File: src/rtl/sdram_read.sv
// SDRAM read engine: fetches ROW_NUM rows from bank 0 in BURST_LEN-beat bursts
// under the arbiter handshake and streams the low data byte into the read FIFO.
module sdram_read #(
    parameter int unsigned CAS_LAT   = 3,
    parameter int unsigned BURST_LEN = 4,
    parameter int unsigned ROW_NUM   = 2,
    parameter int unsigned COL_NUM   = 512,
    parameter int unsigned T_RCD     = 4,
    parameter int unsigned T_RP      = 4
) (
    input  logic        sclk,
    input  logic        s_rst_n,
    input  logic        rd_trig,
    input  logic        rd_en,
    output logic        rd_req,
    output logic        flag_rd_end,
    input  logic        ref_req,
    output logic [3:0]  rd_cmd,
    output logic [11:0] rd_addr,
    output logic [1:0]  bank_addr,
    input  logic [15:0] sdram_dq_in,
    output logic        rfifo_wr_en,
    output logic [7:0]  rfifo_wr_data
);

    localparam int unsigned ADDR_W = 12;
    localparam int unsigned COL_W  = $clog2(COL_NUM);
    localparam int unsigned CNT_W  = $clog2((T_RCD > T_RP) ? T_RCD : T_RP) + 1;
    localparam int unsigned BCNT_W = $clog2(BURST_LEN);
    localparam int unsigned PIPE_W = CAS_LAT + BURST_LEN - 1;

    localparam logic [3:0] CMD_NOP  = 4'b0111;
    localparam logic [3:0] CMD_ACT  = 4'b0011;
    localparam logic [3:0] CMD_READ = 4'b0101;
    localparam logic [3:0] CMD_PRE  = 4'b0010;

    typedef enum logic [4:0] {
        S_IDLE = 5'b00001,
        S_REQ  = 5'b00010,
        S_ACT  = 5'b00100,
        S_RD   = 5'b01000,
        S_PRE  = 5'b10000
    } state_t;

    state_t              state_q, state_d;
    logic [CNT_W-1:0]    cnt_q, cnt_d;
    logic [BCNT_W-1:0]   burst_q, burst_d;
    logic [ADDR_W-1:0]   row_q, row_d;
    logic [COL_W-1:0]    col_q, col_d;
    logic                flag_rd_q, flag_rd_d;
    logic                flag_end_q, flag_end_d;
    logic [3:0]          rd_cmd_q, rd_cmd_d;
    logic [PIPE_W-1:0]   pipe_q;
    logic                wr_en_q, wr_en_d;
    logic [7:0]          wr_data_q;
    logic                last_col;
    logic                job_done;
    logic                dq_hi_unused;

    assign dq_hi_unused = ^sdram_dq_in[15:8];

    // Next state, counters, addresses; the command is derived from where the FSM lands
    always_comb begin
        state_d    = state_q;
        cnt_d      = cnt_q;
        burst_d    = burst_q;
        row_d      = row_q;
        col_d      = col_q;
        flag_rd_d  = flag_rd_q;
        flag_end_d = 1'b0;
        rd_cmd_d   = CMD_NOP;
        last_col   = (col_q == COL_W'(COL_NUM - BURST_LEN));
        job_done   = (row_q == ADDR_W'(ROW_NUM));

        case (state_q)
            S_IDLE: begin
                if (rd_trig && !flag_rd_q) begin
                    state_d   = S_REQ;
                    flag_rd_d = 1'b1;
                end
            end
            S_REQ: begin
                if (rd_en) begin
                    state_d = S_ACT;
                    cnt_d   = '0;
                end
            end
            S_ACT: begin
                if (cnt_q == CNT_W'(T_RCD - 1)) begin
                    state_d = S_RD;
                    cnt_d   = '0;
                    burst_d = '0;
                end else begin
                    cnt_d = cnt_q + CNT_W'(1);
                end
            end
            S_RD: begin
                burst_d = burst_q + BCNT_W'(1);
                if (burst_q == BCNT_W'(BURST_LEN - 1)) begin
                    if (last_col) begin
                        col_d = '0;
                        row_d = row_q + ADDR_W'(1);
                    end else begin
                        col_d = col_q + COL_W'(BURST_LEN);
                    end
                    // last burst of the job is also the last burst of a row
                    if (last_col || ref_req) begin
                        state_d = S_PRE;
                        cnt_d   = '0;
                    end
                end
            end
            S_PRE: begin
                if (cnt_q == CNT_W'(T_RP - 1)) begin
                    cnt_d = '0;
                    if (job_done) begin
                        state_d    = S_IDLE;
                        flag_rd_d  = 1'b0;
                        row_d      = '0;
                        col_d      = '0;
                        flag_end_d = 1'b1;
                    end else if (ref_req) begin
                        state_d    = S_REQ;
                        flag_end_d = 1'b1;
                    end else begin
                        state_d = S_ACT;
                    end
                end else begin
                    cnt_d = cnt_q + CNT_W'(1);
                end
            end
            default: state_d = S_IDLE;
        endcase

        case (state_d)
            S_ACT:   if (cnt_d == '0)   rd_cmd_d = CMD_ACT;
            S_RD:    if (burst_d == '0) rd_cmd_d = CMD_READ;
            S_PRE:   if (cnt_d == '0)   rd_cmd_d = CMD_PRE;
            default: ;
        endcase
    end

    always_ff @(posedge sclk or negedge s_rst_n) begin
        if (!s_rst_n) begin
            state_q    <= S_IDLE;
            cnt_q      <= '0;
            burst_q    <= '0;
            row_q      <= '0;
            col_q      <= '0;
            flag_rd_q  <= 1'b0;
            flag_end_q <= 1'b0;
            rd_cmd_q   <= CMD_NOP;
        end else begin
            state_q    <= state_d;
            cnt_q      <= cnt_d;
            burst_q    <= burst_d;
            row_q      <= row_d;
            col_q      <= col_d;
            flag_rd_q  <= flag_rd_d;
            flag_end_q <= flag_end_d;
            rd_cmd_q   <= rd_cmd_d;
        end
    end

    // Return-data window: beats arrive CAS_LAT after READ and are written one cycle later
    assign wr_en_d = |pipe_q[CAS_LAT-1 +: BURST_LEN];

    always_ff @(posedge sclk or negedge s_rst_n) begin
        if (!s_rst_n) begin
            pipe_q    <= '0;
            wr_en_q   <= 1'b0;
            wr_data_q <= '0;
        end else begin
            pipe_q  <= {pipe_q[PIPE_W-2:0], (rd_cmd_q == CMD_READ)};
            wr_en_q <= wr_en_d;
            if (wr_en_d) begin
                wr_data_q <= sdram_dq_in[7:0];
            end
        end
    end

    // Address follows the registered state so it lines up with rd_cmd
    always_comb begin
        rd_addr = '0;
        case (state_q)
            S_ACT:   rd_addr = row_q;
            S_RD:    rd_addr = ADDR_W'(col_q);
            S_PRE:   rd_addr = 12'h400;
            default: rd_addr = '0;
        endcase
    end

    assign rd_req        = (state_q == S_REQ);
    assign flag_rd_end   = flag_end_q;
    assign rd_cmd        = rd_cmd_q;
    assign bank_addr     = 2'b00;
    assign rfifo_wr_en   = wr_en_q;
    assign rfifo_wr_data = wr_data_q;

endmodule

File: config.mk
export PLATFORM = sky130hd
export DESIGN_NAME = sdram_read
export DESIGN_NICKNAME = d
export VERILOG_FILES = /design/src/rtl/sdram_read.sv
export SDC_FILE = /design/constraint.sdc
export NUM_CORES = 1
export LEC_CHECK = 0
export BUFFER_PORTS_ARGS = -buffer_cell sky130_fd_sc_hd__buf_2
export CAP_MARGIN = 20
export CORE_ASPECT_RATIO = 0.75
export CORE_UTILIZATION = 25
export DETAILED_ROUTE_END_ITERATION = 8
export REMOVE_ABC_BUFFERS = 1
export SLEW_MARGIN = 10
export SYNTH_ARGS = -nofsm -noshare
export SYNTH_HDL_FRONTEND = slang
export SYNTH_SLANG_ARGS = --single-unit
File: constraint.sdc
create_clock -name sclk -period 2 [get_ports sclk]
set_input_delay 0.6 -clock sclk [delete_from_list [all_inputs] [get_ports sclk]]
set_output_delay 0.6 -clock sclk [all_outputs]
set_load 0.02 [all_outputs]
==> impl_metrics.prom <==
# TYPE chip_impl_metric gauge
chip_impl_info{name="outcome",value="complete, but fails checks"} 1
chip_impl_info{name="failed_checks",value="negative setup slack"} 1
chip_impl_metric{name="number_of_cell_rows",unit=""} 31
chip_impl_metric{name="mappedNetlistArea",unit="mm2"} 0.00248
chip_impl_metric{name="drt_first_iter_violations",unit=""} 103
chip_impl_info{name="grt_setup_unrepaired",value="true"} 1
chip_impl_metric{name="cts_clock_pin_slew_for_the_worst_setup_and_hold_paths",unit="ns"} 0.07
chip_impl_info{name="critical_path.startpoint_type",value="flip-flop"} 1
chip_impl_metric{name="number_of_global_route_vias_before_repair",unit=""} 1960
chip_impl_metric{name="grt_remaining_overflow",unit=""} 0
chip_impl_metric{name="n_fill_cell",unit=""} 949
chip_impl_info{name="clockRootBuffer",value="sky130_fd_sc_hd__clkbuf_16"} 1
chip_impl_metric{name="initial_antenna_violation_count",unit=""} 0
chip_impl_metric{name="critPathRequiredTime",unit="ns"} 1.40
chip_impl_metric{name="final_nets",unit=""} 348
chip_impl_info{name="worstReg2RegEnd",value="rd_cmd[2]"} 1
chip_impl_info{name="worstSetupEndpointType",value="output pin"} 1
chip_impl_metric{name="slew_violations",unit=""} 0
chip_impl_metric{name="final_antenna_net_count",unit=""} 0
chip_impl_metric{name="buffer_ports.inserted",unit=""} 38
chip_impl_metric{name="async_reset_ff_frac",unit=""} 1.00
chip_impl_metric{name="final_critical_path_setup_slack",unit="ns"} -0.250
chip_impl_metric{name="crit_arrival",unit="ns"} 1.65
chip_impl_metric{name="grt_pass1_wl",unit="um"} 9800
chip_impl_metric{name="dr.pass1.iters",unit=""} 4
chip_impl_metric{name="post_synth_inst_count",unit=""} 240
chip_impl_metric{name="die_h",unit="um"} 88.3
chip_impl_metric{name="design.die.area",unit="mm2"} 0.0103
chip_impl_metric{name="ir_worst_vdd",unit="mV"} 0.375
chip_impl_metric{name="post_route_cells_drive_above_1_share",unit=""} 0.418
chip_impl_metric{name="sequential_cell_area",unit="mm2"} 0.00123
chip_impl_metric{name="insertedDiodeCount",unit=""} 0
chip_impl_metric{name="floorplan.initialDensity",unit=""} 0.257
chip_impl_metric{name="crit_buf_inv",unit=""} 2
chip_impl_metric{name="worst-slew-pin-transition",unit="ns"} 0.595
chip_impl_metric{name="gp_routability_congestion",unit=""} 0.805
chip_impl_metric{name="num_io_pins",unit=""} 50
chip_impl_metric{name="timing_hold_violations_final",unit=""} 0
chip_impl_metric{name="multiInputGateArea",unit="mm2"} 0.00134
chip_impl_metric{name="clock_path_buffers",unit=""} 2
chip_impl_info{name="cts_tree",value="built"} 1
chip_impl_info{name="cpLargestDelayFamily",value="flip-flops"} 1
chip_impl_metric{name="finalCriticalPeriod",unit="ns"} 2.25
chip_impl_metric{name="detail_route.drc_violations",unit=""} 0
chip_impl_metric{name="synth.yosys.seq_area_share",unit=""} 0.496
chip_impl_metric{name="max_cap_viols",unit=""} 0
chip_impl_metric{name="synth_edf_count",unit=""} 0
chip_impl_info{name="crit_path_top_delay_cell",value="sky130_fd_sc_hd__dfstp_2"} 1
chip_impl_metric{name="dr_total_vias",unit=""} 2118
chip_impl_metric{name="p_per_area",unit="mW/mm2"} 599
chip_impl_metric{name="numClockSinks",unit=""} 49
chip_impl_metric{name="grt_usage",unit=""} 0.124
chip_impl_metric{name="final_setup_viols",unit=""} 12
chip_impl_metric{name="max-slew-margin-rel",unit=""} 0.602
chip_impl_metric{name="detail_route.vias_per_cell",unit=""} 4.65
chip_impl_metric{name="cts_made_buffers",unit=""} 5
chip_impl_metric{name="totalNegativeSetupSlack",unit="ns"} -2.76
chip_impl_metric{name="layout-area-overhead-vs-synth",unit="%"} 42.7
chip_impl_metric{name="grt_max_degree",unit=""} 35
chip_impl_metric{name="coreArea",unit="mm2"} 0.00966
chip_impl_metric{name="fmax",unit="GHz"} 0.444
chip_impl_info{name="timing_worst_setup_path_type",value="reg -> out"} 1
chip_impl_metric{name="synthDistinctLibCells",unit=""} 46
chip_impl_metric{name="critical-path-max-stage-delay",unit="ns"} 0.57
chip_impl_metric{name="average_wire_per_standard_cell",unit="um"} 13.6
chip_impl_metric{name="ff2ff_setup_slack",unit="ns"} 0.01
chip_impl_info{name="worst_hold_path_type",value="in -> async"} 1
chip_impl_metric{name="synthesis.area_per_instance",unit="um2"} 10.3
chip_impl_metric{name="finalCritPeriodShare",unit=""} 1.12
chip_impl_info{name="reg2reg_from",value="state_q[0]"} 1
chip_impl_metric{name="wl",unit="um"} 6200
chip_impl_metric{name="worstPathMaxFanout",unit=""} 13
chip_impl_metric{name="place.detailed.hpwl",unit="um"} 4560
chip_impl_metric{name="chipWidth",unit="um"} 117
chip_impl_metric{name="worstSkewPairLatency",unit="ns"} 0.29
chip_impl_metric{name="h_tree_depth",unit=""} 2
chip_impl_info{name="path_cells",value="nor3_2 -> and3b_2 -> buf_12 -> a22o_1 -> buf_6"} 1
chip_impl_metric{name="synth_warnings",unit=""} 0
chip_impl_metric{name="timing.reg2reg.worst_path_depth",unit=""} 7
chip_impl_metric{name="fin_worst_skew",unit="ns"} 0.00600
chip_impl_metric{name="power",unit="mW"} 2.12
chip_impl_metric{name="synth_seq_cells",unit=""} 49
chip_impl_metric{name="total_leakage_power",unit="nW"} 1.77
chip_impl_info{name="synth_ff_type",value="sky130_fd_sc_hd__dfrtp_1"} 1
through the flow:
step                hold slack, ns  area, um2  setup slack, ns  instances  utilization
global route                 0.267       3540           -0.280        455        0.367
global placement             0.332       3120          -0.0211        440        0.323
CTS                          0.252       3340           -0.229        452        0.346
floorplan                    0.304       2420           -0.424        229            -
finish                       0.239       3540           -0.250        455        0.367
detailed placement           0.337       3120          -0.0175        440        0.323
logic make-up after synthesis:
family	Yosys count	synth area share
and+or+nand+nor	95	0.221
AOI/OAI and AO/OA	51	0.140
DFF	49	0.496
buffers and inverters	20	0.0408
xor gates and xnor gates	10	0.0353
muxes	9	0.0408
adders and majority gates	5	0.0252
other	1	0.00151
cell usage in the layout (no fill, tap or decap), drive strengths merged, types with 2 or more instances in the layout:
cell type,n
and2,4
o31ai,3
nand2b,4
nand4,3
nor4b,3
dfstp,4
nor3,6
nor4,7
a211oi,2
nor2b,3
nand2,23
nor2,18
xor2,10
inv,8
or3,2
nand3,7
dfrtp,45
conb,3
buf,86
o21ai,19
nor3b,2
nand3b,2
clkbuf,5
o41ai,2
a21oi,6
and3,7
mux2,9
a22o,8
ha,5
and3b,3
synthesized netlist by cell type, types with 4 or more instances:
library cell,instances,share of area
sky130_fd_sc_hd__nand3_1,7,0.014
sky130_fd_sc_hd__mux2_2,9,0.041
sky130_fd_sc_hd__ha_1,5,0.025
sky130_fd_sc_hd__nor3_1,6,0.012
sky130_fd_sc_hd__dfstp_2,4,0.042
sky130_fd_sc_hd__and2_1,4,0.010
sky130_fd_sc_hd__a22o_1,8,0.028
sky130_fd_sc_hd__o21ai_0,18,0.036
sky130_fd_sc_hd__nand2b_1,4,0.010
sky130_fd_sc_hd__dfrtp_1,45,0.45
sky130_fd_sc_hd__xor2_1,10,0.035
sky130_fd_sc_hd__and3_1,7,0.018
sky130_fd_sc_hd__nand2_1,23,0.035
sky130_fd_sc_hd__inv_1,7,0.011
sky130_fd_sc_hd__a21oi_1,6,0.012
sky130_fd_sc_hd__buf_2,6,0.012
sky130_fd_sc_hd__nor2_1,18,0.027
sky130_fd_sc_hd__nor4_2,5,0.025
power by group:
part           switching, mW  internal [mW]
clock network          0.396          0.471
registers             0.0169           1.02
logic                  0.126         0.0907
timing repair:
item	in CTS	in global routing
hold buffers	0	0
endpoints found under the setup margin	16	31
gates resized for setup	13	36
pin swaps	2	20
buffers inserted	4	2
cloned	0	1
layout make-up:
class                      count  area share
multi-input combinational    173       0.378
sequential                    49       0.347
timing repair buffer          86       0.178
tap                          132      0.0466
clock buffer                   5      0.0353
inverter                       7     0.00812
clock inverter                 3     0.00706
routing by layer:
metal	part of all wire	wire length [um]	vias up	global-route usage
met3	0.039	239	5	0.0233
met4	0.012	74	0	0.0345
li1	-	-	1031	-
met5	0	0	-	0
met2	0.44	2740	49	0.190
met1	0.51	3150	1033	0.179
sequential cells by signal (all words and copies together) (netlist names):
signal         flops
flag_rd_end        1
burst_q            2
flag_rd_q          1
rd_cmd             3
rfifo_wr_en        1
cnt_q              3
col_q              7
state_q            5
row_q             12
pipe_q             6
rfifo_wr_data      8
worst max path at each step:
| stage | start | slack, ns | cells past startpoint | endpoint |
|---|---|---|---|---|
| finish | state_q[0] | -0.25 | 5 | rd_addr[7] |
| detailed placement | state_q[1] | -0.02 | 5 | rd_addr[7] |
| floorplan | state_q[1] | -0.42 | 3 | rd_addr[2] |
| global placement | state_q[1] | -0.02 | 5 | rd_addr[7] |
| CTS | state_q[0] | -0.23 | 5 | rd_addr[7] |
| global route | state_q[0] | -0.28 | 5 | rd_addr[4] |
Note: power is estimated with default switching activity, not from simulation.
